File: src/rtl/fp_align_shifter.sv
// fp_align_shifter: serial right-shift alignment of a mantissa, producing round and sticky bits
module fp_align_shifter #(
  parameter int W     = 24,
  parameter int CNT_W = 8
) (
  input  logic             clk,
  input  logic             rst_n,
  input  logic             start,
  input  logic [W-1:0]     mant_in,
  input  logic [CNT_W-1:0] shamt,
  output logic             busy,
  output logic             done,
  output logic [W-1:0]     mant_out,
  output logic             markr,
  output logic             marks
);
  typedef enum logic [1:0] {IDLE, SHIFT, DONE} state_t;
  state_t state, state_nxt;
  logic [CNT_W-1:0] cnt;
  logic fast;
  // Shifts longer than W+1 push every bit past the round position into sticky
  assign fast = shamt > CNT_W'(W + 1);
  always_ff @(posedge clk)
    if (!rst_n) state <= IDLE;
    else state <= state_nxt;
  always_comb begin
    state_nxt = state;
    case (state)
      IDLE:    state_nxt = start ? (fast ? DONE : SHIFT) : IDLE;
      SHIFT:   state_nxt = (cnt == '0) ? DONE : SHIFT;
      default: state_nxt = IDLE;
    endcase
  end
  always_ff @(posedge clk)
    if (!rst_n) begin
      cnt      <= '0;
      mant_out <= '0;
      markr    <= 1'b0;
      marks    <= 1'b0;
    end else if (state == IDLE && start) begin
      cnt      <= shamt;
      mant_out <= fast ? '0 : mant_in;
      markr    <= 1'b0;
      marks    <= fast ? |mant_in : 1'b0;
    end else if (state == SHIFT && cnt != '0) begin
      cnt      <= cnt - CNT_W'(1);
      mant_out <= mant_out >> 1;
      markr    <= mant_out[0];
      marks    <= marks | markr;
    end
  assign busy = state != IDLE;
  assign done = state == DONE;
endmodule

File: config.mk
export PLATFORM = sky130hd
export DESIGN_NAME = fp_align_shifter
export DESIGN_NICKNAME = d
export VERILOG_FILES = /design/src/rtl/fp_align_shifter.sv
export SDC_FILE = /design/constraint.sdc
export NUM_CORES = 1
export LEC_CHECK = 0
export CAP_MARGIN = 20
export CORE_AREA = 2 2 65 67
export CTS_CLUSTER_SIZE = 24
export DETAILED_ROUTE_END_ITERATION = 16
export DIE_AREA = 0 0 67 69
export PLACE_DENSITY = 0.81
export SYNTH_ARGS = -nofsm -noshare
export SYNTH_HDL_FRONTEND = slang
export SYNTH_SLANG_ARGS = --single-unit
File: constraint.sdc
create_clock -name clk -period 4.64 [get_ports clk]
set_input_delay 0.928 -clock clk [delete_from_list [all_inputs] [get_ports clk]]
set_output_delay 0.928 -clock clk [all_outputs]
set_load 0.1 [all_outputs]
## Word-level counts from Yosys, hierarchy flattened

Cells that the tools add are included.

- Flip-flop bits (word level): 36
- Bits of input ports: 35
- Output and inout port bits: 28
- Word-level logic and storage cells: 32

- Add/subtract/negate cells: 1
- $lt $le $gt $ge: 1
- Eq/ne operators: 2
- Multiplexer cells: 12
- Bitwise operators: 2
- Reduce and logical (&&, ||, !) cells: 9

Operators by type and width:

| operator | number |
|---|---|
| 2-to-1 mux 24 bit | 3 |
| OR reduction 24 bit | 1 |
| 2-to-1 mux 8 bit | 2 |
| > comparator 8 x 5 -> 1 bit, second input constant | 1 |
| zero test 8 bit | 1 |
| nonzero test 8 bit | 1 |
| subtractor 8 x 1 -> 8 bit, second input constant | 1 |
| 2-to-1 mux 2 bit | 3 |
| case mux 2 bit (2 select lines) | 1 |
| nonzero test 2 bit | 2 |
| 2-to-1 mux 1 bit | 3 |
| equality test 2 x 1 -> 1 bit, second input constant | 1 |
| equality test 2 bit, second input constant | 1 |
| logical AND 1 bit | 2 |
| zero test 2 bit | 1 |
| OR reduction 2 bit | 1 |
| NOT 1 bit | 1 |
| bitwise OR 1 bit | 1 |

## Logic depth before layout (Yosys ltp)

Gate-level depths: netlist (run 1).

- Word-level depth: 4
- Gate-level depth with buffers: 8
- Gate-level depth less buffers: 6

## Worst setup path before layout (run 1)

Ideal clock, no wire load.

- Path type: in2reg
- Start point: in start
- End point: reg mant_out[22]
- Library setup time: 0.067 ns
- Arrival: 2.059 ns
- Required time: 4.573 ns
- Path slack: 2.514 ns
- Stages on the path: 6
- Path buffers: 2
- Cell sequence: or3b_1 > buf_6 > nor3_4 > buf_6 > a221oi_1 > nor2_1

- Cells in the longest elaborated chain, start to end: 2
- Elaborated cells on any way between the ends: 3
- Those cells by class: 1 x mux; 2 x reduce/logical

Ends and longest elaborated chain:

| element | line | source |
|---|---|---|
| from (decl) | 8 | `input logic start,` |
| logical AND 1 bit (*) | 40 | `end else if (state == IDLE && start) begin` |
| 2-to-1 mux 24 bit or nonzero test 2 bit (tied branches) | n/a |  |
| to (signal assigned) | 42 | `mant_out <= fast ? '0 : mant_in;` |
| to (signal assigned) | 47 | `mant_out <= mant_out >> 1;` |
| to (decl) | 13 | `output logic [W-1:0] mant_out,` |

Every way passes the cells marked *; elsewhere a longest branch is shown, timed or not.
A chain may end at the register's enable or synchronous reset.

## Final worst setup path (run 1)

- Start point: in start
- End point: reg mant_out[1]

The elaborated chain is that of the path after synthesis.

==> results of run 1 <==
cell usage after synthesis (all sizes together), types with 3 or more instances:
| cell type | number | area (sq um) |
|---|---|---|
| buf | 13 | 83.83 |
| inv | 5 | 18.77 |
| a21boi | 3 | 22.52 |
| dfxtp | 36 | 720.7 |
| a21oi | 6 | 30.03 |
| nor2b | 3 | 18.77 |
| nor3 | 5 | 41.29 |
| clkbuf | 3 | 11.26 |
| nor4 | 7 | 58.81 |
| a221oi | 23 | 201.4 |
| or2 | 3 | 18.77 |
| o21ai | 26 | 130.1 |
| nand2 | 10 | 37.54 |
| nor2 | 31 | 116.4 |
power groups by stage:
stage          Sequential, mW  Clock (mW)  Combinational (mW)
2_1_floorplan           0.491           0               0.107
3_3_place_gp            0.366           0               0.321
3_5_place_dp            0.366           0               0.323
4_1_cts                 0.359       0.219               0.324
5_1_grt                 0.364       0.236               0.343
6_report                0.360       0.215               0.324
layer usage:
layer	share of wire, %	up-vias	track usage [%]
met4	0.59	0	5.896
li1	-	889	-
met5	0	-	0
met1	45	832	30.82
met2	48	85	32.67
met3	7.1	4	5.710
worst max path at each step:
stage | end | slack (ps) | depth (start not counted)
floorplan | mant_out[22] | 2510 | 6
global placement | mant_out[23] | 1410 | 6
detailed placement | mant_out[10] | 1390 | 6
CTS | mant_out[23] | 1670 | 6
global route | mant_out[10] | 1480 | 6
finish | mant_out[1] | 1660 | 6
stage by stage:
stage | worst slack (ps) | hold slack (ps) | power, mW | area [sq um] | cells
floorplan | 2514 | 465.0 | 0.5982 | 1787 | 205
global placement | 1413 | 477.1 | 0.6868 | 2396 | 303
detailed placement | 1388 | 478.0 | 0.6887 | 2396 | 303
CTS | 1674 | 487.9 | 0.9022 | 2481 | 311
global route | 1478 | 512.3 | 0.9418 | 2481 | 311
finish | 1658 | 497.3 | 0.8995 | 2481 | 311
kinds of logic (layout without fill, tap and decap cells):
kind of cell | after synthesis | after routing | synth area share, %
multiplexers | 1 | 1 | 0.5602
XOR/XNOR | 1 | 1 | 0.4903
adder cells (fa/ha/maj) | 2 | 2 | 1.400
flip-flops | 36 | 36 | 40.34
AO/OA/AOI/OAI | 73 | 73 | 28.78
buffers and inverters | 21 | 77 | 6.373
AND/OR/NAND/NOR | 71 | 71 | 22.06
critical path, stage by stage:
cell             delay [ps]
clkdlybuf4s50_1         500
or3b_1                  350
buf_4                   260
nor3_4                  800
a221oi_1                180
nor2_1                  160
state kept, by name, indices dropped and copies added, names as in the netlist:
register / count
mant_out: 24
cnt: 8
state: 2
markr: 1
marks: 1
final cells by class:
cell class | instances | area, sq um | area share, %
clock buffer | 7 | 76.32 | 3.076
clock inverter | 1 | 8.758 | 0.3530
inverter | 5 | 18.77 | 0.7564
multi-input combinational | 148 | 958.4 | 38.63
sequential | 36 | 720.7 | 29.05
tap | 50 | 62.56 | 2.521
timing repair buffer | 64 | 635.6 | 25.62
==> out/results.tsv, run 1 <==
metric	value	unit
status	completed	
syn_area_per_cell	8.716	sq um
Setup crit start kind	input pin	
Yosys cell types	45	
vias in the first global route	1695	
combinational power share	36.1	%
CTS tree	built	
setup TNS	0	ps
TritonRoute pass-1 iters	4	
synthesized area	0.001787	sq mm
DR WL/cell	15.15	microns
pin count of the biggest net entering global routing	37	
Post-Synthesis Cells	205	
clock power share	24.0	%
global-route wire length before repair	8093	microns
Pleak	0.8938	nW
Yosys warnings	0	
Sw Pwr	0.3565	mW
Reg clk slew, reported paths	70	ps
CTS Hold Bufs	0	
Critical Path Sink Type	register	
CP startpoint	start	
# rows	23	
Switching Share	39.63	%
Hold Path Sink	markr	
final core utilization	63.40	%
Fin. Hold Viols	0	
reg2reg start	cnt[0]	
Starting Density	45.65	%
Remaining DRCs	0	
WP data arrival	3200	ps
Post-synth ARST share	0	%
HP Class	reg2reg	
Vert. Die Dim	69	microns
min-delay src	mant_out[0]	
core area	0.003914	sq mm
WS Path Type	in2reg	
Pwr Density	362.5	mW/mm^2
clk_skew	3.323	ps
Routability Congestion	0.8794	
CTS H-Tree Depth	2	
Iteration-0 DRC Markers	127	
I/O Buffers	62	
RSZ-0062 raised after global routing	false	
final worst path period share	64.27	%
clk buf depth	2	
worst vdd ir	279.5	uV
CTS resizes	0	
max-cap viol count	0	
DR vias/cell	5.820	
RR Endpoint	cnt[0]	
syn nets	242	
Routed WL	4712	microns
Finish-stage setup viols	0	
Slew HR	29.47	%
number of diodes	0	
die area	0.004623	sq mm
FF-to-FF setup slack	2270	ps
Sequential Power Share	40.0	%
sequential element share of the synthesized area	40.34	%
area grow syn2layout	38.87	%
total of fill cells in the finished design	360	
Max Clk Rate	0.3353	GHz
clock buffer count from CTS	5	
Post-CTS Setup Inserts	0	
routed vias	1810	
share of cells above drive strength 1	7.280	%
Seq cells post-synth	36	
clk root buf	clkbuf_8	
Post-synth top flop	dfxtp_1	
io pins	63	
internal power	0.5430	mW
NumNets Final	297	
post-layout min period	2982	ps
hold path depth	2	
Overall Global Routing Usage	21.83	%
post-route antenna net violation count	0	
initial antenna violation count	0	
DP HPWL	3248	microns
CTS Sinks	36	
clock network latency to the later pin of the worst-skew pair	280	ps
Slew @ Worst Pin	1055	ps
die width	67	microns
number of synthesized flops with an enable pin	0	
commonest cells after routing, fill and taps aside	clkdlybuf4s50_1 (62), dfxtp_1 (36), nor2_1 (31)	
max-slew violation total from the final report	0	
most common library cell in the layout ignoring fill and taps	clkdlybuf4s50_1	
critical path fanouts, max	35	
Worst Path Required	4850	ps
total grt overflow	0	
Worst Reg-to-Reg Cells	6	
Power figures use the tool's default switching activity.
==> run 2: changes to the inputs <==
--- a/config.mk
+++ b/config.mk
@@ -6,11 +6,11 @@
 export NUM_CORES = 1
 export LEC_CHECK = 0
 export CAP_MARGIN = 20
-export CORE_AREA = 2 2 65 67
+export CORE_AREA = 2 2 70 72
 export CTS_CLUSTER_SIZE = 24
 export DETAILED_ROUTE_END_ITERATION = 16
-export DIE_AREA = 0 0 67 69
-export PLACE_DENSITY = 0.81
+export DIE_AREA = 0 0 72 74
+export PLACE_DENSITY = 0.74
 export SYNTH_ARGS = -nofsm -noshare
 export SYNTH_HDL_FRONTEND = slang
 export SYNTH_SLANG_ARGS = --single-unit
==> constraint.sdc (replaced) <==
create_clock -name clk -period 2.6 [get_ports clk]
set_input_delay 0.52 -clock clk [delete_from_list [all_inputs] [get_ports clk]]
set_output_delay 0.52 -clock clk [all_outputs]
set_load 0.1 [all_outputs]
==> run 2 against run 1 <==
Effect of this change: worst hold slack gained 3.3 ps; critical path type is now reg2reg; final area is 0.45% lower; combinational power up 78%; sequential share of layout area grew 0.13 points; critical endpoint is now cnt[1].
==> out/results.tsv, run 2 (same netlist as run 1, synthesis figures left out) <==
metric	value	unit
die area	0.005328	sq mm
Slew HR	52.65	%
total grt overflow	0	
Remaining DRCs	0	
Power Total	1.639	mW
CTS Sinks	36	
Iteration-0 DRC Markers	149	
io pins	63	
RSZ-0062 raised after global routing	false	
share of cells above drive strength 1	20.22	%
max reg flops	24	
post-layout min period	1979	ps
Worst Reg-to-Reg Cells	6	
Hold Path Sink	cnt[6]	
clk_skew	6.393	ps
Worst Path Required	2770	ps
GRT met1 Usage	28.05	%
Max Clk Rate	0.5053	GHz
DR vias/cell	5.835	
# rows	25	
Starting Density	38.86	%
vias in the first global route	1697	
hold path depth	2	
clk buf depth	2	
Critical Path Sink Type	register	
global-route wire length before repair	8224	microns
Slew @ Worst Pin	703.9	ps
FF-to-FF setup slack	620	ps
CTS Hold Bufs	0	
die width	72	microns
RR Endpoint	cnt[1]	
clock network latency to the later pin of the worst-skew pair	290	ps
routed vias	1873	
final worst path period share	76.11	%
Vert. Die Dim	74	microns
post-placement cell count	313	
Routability Congestion	0.7847	
Slowest cell on crit path	nor4b_4	
core area	0.004598	sq mm
reg2reg start	cnt[0]	
NumNets Final	303	
DP HPWL	3495	microns
Top Registers	mant_out: 24 flops, cnt: 8 flops, state: 2 flops	
Fin. Hold Viols	0	
I/O Buffers	62	
Overall Global Routing Usage	19.87	%
commonest cells after routing, fill and taps aside	dfxtp_1 (36), buf_4 (36), clkdlybuf4s50_1 (34)	
Pwr Density	663.7	mW/mm^2
worst vdd ir	282.8	uV
WP data arrival	2150	ps
status	completed	
post-route antenna net violation count	0	
slowest stage delay, CP	410	ps
busiest grt layer	met2	
DR WL/cell	15.64	microns
met3 GRT Util	5.962	%
pin count of the biggest net entering global routing	30	
number of diodes	0	
WS Path Type	reg2reg	
area grow syn2layout	38.24	%
max-cap viol count	0	
TritonRoute pass-1 iters	4	
HP Class	reg2reg	
clk root buf	clkbuf_8	
CTS resizes	0	
Routed WL	5020	microns
initial antenna violation count	0	
Top reg by flops	mant_out	
critical path fanouts, max	6	
Setup crit start kind	register	
Pleak	0.9734	nW
min-delay src	cnt[6]	
Finish-stage setup viols	0	
Non-Filler Instances	321	
Post-CTS Setup Inserts	0	
CTS tree	built	
M2 GR Usage	28.91	%
max-slew violation total from the final report	0	
CTS H-Tree Depth	2	
clock buffer count from CTS	5	
CP cell instances	inv_1 -> ha_1 -> nor4b_4 -> a21boi_0 -> a222oi_1 -> nor2b_1	
Reg clk slew, reported paths	70	ps
setup TNS	0	ps
==> run 2: cell count changes in the layout (fill, tap and decap cells not counted) <==
cell / previous run / this run
clkbuf_1: 2 / 1
clkinv_4: 1 / 0
clkbuf_8: 5 / 6
clkdlybuf4s50_1: 62 / 34
clkinvlp_4: 0 / 1
buf_4: 2 / 36
==> run 2: area by class of cell <==
type | count | area [sq um]
timing repair buffer | 70 | 610.6
tap | 54 | 67.56
multi-input combinational | 148 | 958.4
sequential | 36 | 720.7
fill | 451 | 2128
clock buffer | 7 | 86.33
clock inverter | 1 | 7.507
inverter | 5 | 18.77
==> run 2: worst max-delay path by stage <==
stage	start	to	slack (ps)
6_report	cnt[0]	cnt[1]	620
3_3_place_gp	start	mant_out[20]	400
4_1_cts	cnt[0]	cnt[1]	610
5_1_grt	cnt[0]	cnt[1]	440
3_5_place_dp	start	mant_out[3]	410
2_1_floorplan	cnt[0]	mant_out[0]	880
==> run 2: power breakdown <==
group	internal [mW]	switching (mW)	total (mW)
sequential	0.597	0.0454	0.643
combinational	0.174	0.401	0.576
clock	0.215	0.206	0.421
total	0.987	0.652	1.64
==> run 2: metrics by stage <==
stage | hold WS (ps) | cell area (sq um) | setup WS [ps] | util, %
after floorplan | 465.0 | 1787 | 878.4 | -
after global routing | 529.7 | 2470 | 440.1 | 53.71
after CTS | 502.8 | 2470 | 608.2 | 53.71
after detailed placement | 492.1 | 2376 | 407.2 | 51.67
final | 500.6 | 2470 | 621.2 | 53.71
after global placement | 483.3 | 2376 | 400.8 | 51.67
==> run 2: worst max-delay path, delay by kind of cell (launching register included) <==
family	cells	cell delay, ps
compound gates	2	760
fa+ha+maj	1	170
buf+inv	1	120
flops	1	320
simple gates	2	500
==> run 2: routing by layer <==
| metal | wire length [microns] | share of wire (%) |
|---|---|---|
| met5 | 0 | 0 |
| met1 | 2305 | 46 |
| met4 | 68 | 1.4 |
| met2 | 2226 | 44 |
| met3 | 419 | 8.3 |
==> run 3: changes to the inputs <==
==> constraint.sdc (replaced) <==
create_clock -name clk -period 1.8 [get_ports clk]
set_input_delay 0.36 -clock clk [delete_from_list [all_inputs] [get_ports clk]]
set_output_delay 0.36 -clock clk [all_outputs]
set_load 0.1 [all_outputs]
==> run 3 against run 2 <==
Effect of this change: die area did not move; non-clock buffer count rose by 25; clock skew rose by 1.3 ps; sequential cell count did not move; critical endpoint is now cnt[4]; largest cell class is now buffers.
==> out/results.tsv, run 3 (same netlist as run 1, synthesis figures left out) <==
metric	value	unit
Overall Global Routing Usage	21.33	%
reg2reg start	cnt[0]	
slowest stage delay, CP	350	ps
area grow syn2layout	75.00	%
post-route cell area	0.003127	sq mm
clock network latency to the later pin of the worst-skew pair	290	ps
Slew @ Worst Pin	431.2	ps
vias in the first global route	1962	
status	completed	
Buf/Inv on CP	3	
TritonRoute pass-1 iters	4	
Finish-stage setup viols	0	
max-cap viol count	0	
Worst Reg-to-Reg Cells	8	
Post-Place Cell Area	0.002882	sq mm
delay-heaviest family, CP	compound AO/OA/AOI/OAI gates	
min-delay src	cnt[6]	
clk root buf	clkbuf_8	
Setup crit start kind	register	
pin count of the biggest net entering global routing	23	
DR WL/cell	16.42	microns
final worst path period share	99.77	%
Worst Path Required	1960	ps
Pleak	1.243	nW
most common library cell in the layout ignoring fill and taps	dfxtp_1	
WS Path Type	reg2reg	
Reg clk slew, reported paths	70	ps
WP data arrival	1960	ps
max-slew violation total from the final report	0	
hold_ws	502.5	ps
RSZ-0062 raised after global routing	true	
Remaining DRCs	0	
critical path fanouts, max	6	
# rows	25	
post-placement cell count	332	
Top reg by flops	mant_out	
Power Total	2.814	mW
Iteration-0 DRC Markers	216	
CP cell instances	inv_2 -> ha_2 -> nor4b_4 -> a311oi_2 -> buf_4 -> buf_2 -> a21oi_1 -> a311oi_1	
CP startpoint	cnt[0]	
Setup WS post-layout	4.094	ps
core area	0.004598	sq mm
RR Endpoint	cnt[4]	
CTS H-Tree Depth	2	
number of diodes	0	
Routed WL	5682	microns
max reg flops	24	
Starting Density	38.86	%
CTS Sinks	36	
Routability Congestion	0.8511	
I/O Buffers	62	
worst vdd ir	587.6	uV
FF-to-FF setup slack	4	ps
Pwr Density	900.0	mW/mm^2
cell count along the critical path	8	
Place WS	-263.3	ps
total grt overflow	0	
Non-Filler Instances	346	
io pins	63	
global-route wire length before repair	8963	microns
routed vias	2000	
DP HPWL	3896	microns
commonest cells after routing, fill and taps aside	dfxtp_1 (35), clkdlybuf4s50_1 (33), nor2_1 (31)	
Slowest cell on crit path	nor4b_4	
CTS tree	built	
die width	72	microns
Top Registers	mant_out: 24 flops, cnt: 8 flops, state: 2 flops	
die area	0.005328	sq mm
total of fill cells in the finished design	361	
Vert. Die Dim	74	microns
Critical Path Sink Type	register	
share of cells above drive strength 1	32.88	%
initial antenna violation count	0	
clock buffer count from CTS	5	
clk_skew	7.647	ps
NumNets Final	328	
Slew HR	71.10	%
capture point of the worst path	cnt[4]	
post-layout min period	1796	ps
Max Clk Rate	0.5568	GHz
clk buf depth	2	
HP Class	reg2reg	
DR vias/cell	5.780	
post-route antenna net violation count	0	
Fin. Hold Viols	0	
## run 3: changes by cell type in the layout (fill, tap and decap cells not counted), moves of 4 or more
cell     previous run  this run
buf_4              36        27
o21ai_2             0        10
o21ai_1             0         8
buf_6               0         4
buf_12              0        29
o21ai_0            26         8
## run 3: final cells by class
cell class                 instances  area, sq um  share of cell area (%)
sequential                        36        721.9                   23.09
tap                               54        67.56                   2.161
inverter                           5        18.77                  0.6002
timing repair buffer              95         1176                   37.62
clock inverter                     1        30.03                  0.9604
multi-input combinational        148         1016                   32.49
clock buffer                       7        96.34                   3.081
## run 3: report_power, final
| group | total [mW] | switching [mW] | internal, mW |
|---|---|---|---|
| sequential | 0.956 | 0.0931 | 0.863 |
| combinational | 1.08 | 0.629 | 0.449 |
| clock | 0.780 | 0.291 | 0.489 |
## run 3: layer usage
metal	share of wire, %	up-vias	GRT usage, %
li1	-	953	-
met1	44	942	28.74
met2	47	95	34.16
met3	7.0	10	4.607
met4	1.8	0	7.338
met5	0	-	0
## run 3: tightest hold or removal path, cell delays in order (launching register included)
cell	delay [ps]
dfxtp_1	330
nand2_1	60
o22ai_1	60
## run 3: worst min path at each step
stage / endpoint / slack, ps / cells past startpoint
2_1_floorplan: cnt[6] / 470 / 2
3_3_place_gp: cnt[6] / 490 / 2
3_5_place_dp: cnt[6] / 490 / 2
4_1_cts: cnt[6] / 500 / 2
5_1_grt: cnt[6] / 520 / 2
6_report: cnt[6] / 500 / 2
## run 3: metrics by stage
step                util (%)  TNS (ps)
floorplan                  -         0
global placement       62.67     -5413
detailed placement     62.67     -7352
CTS                    65.42         0
global route           68.00    -983.4
finish                 68.00         0
## run 3: what timing repair did
| item | CTS | global route |
|---|---|---|
| gates resized for setup | 0 | 42 |
| hold buffers | 0 | 0 |
| setup buffers | 0 | 5 |
| endpoints found under the setup margin | 0 | 28 |
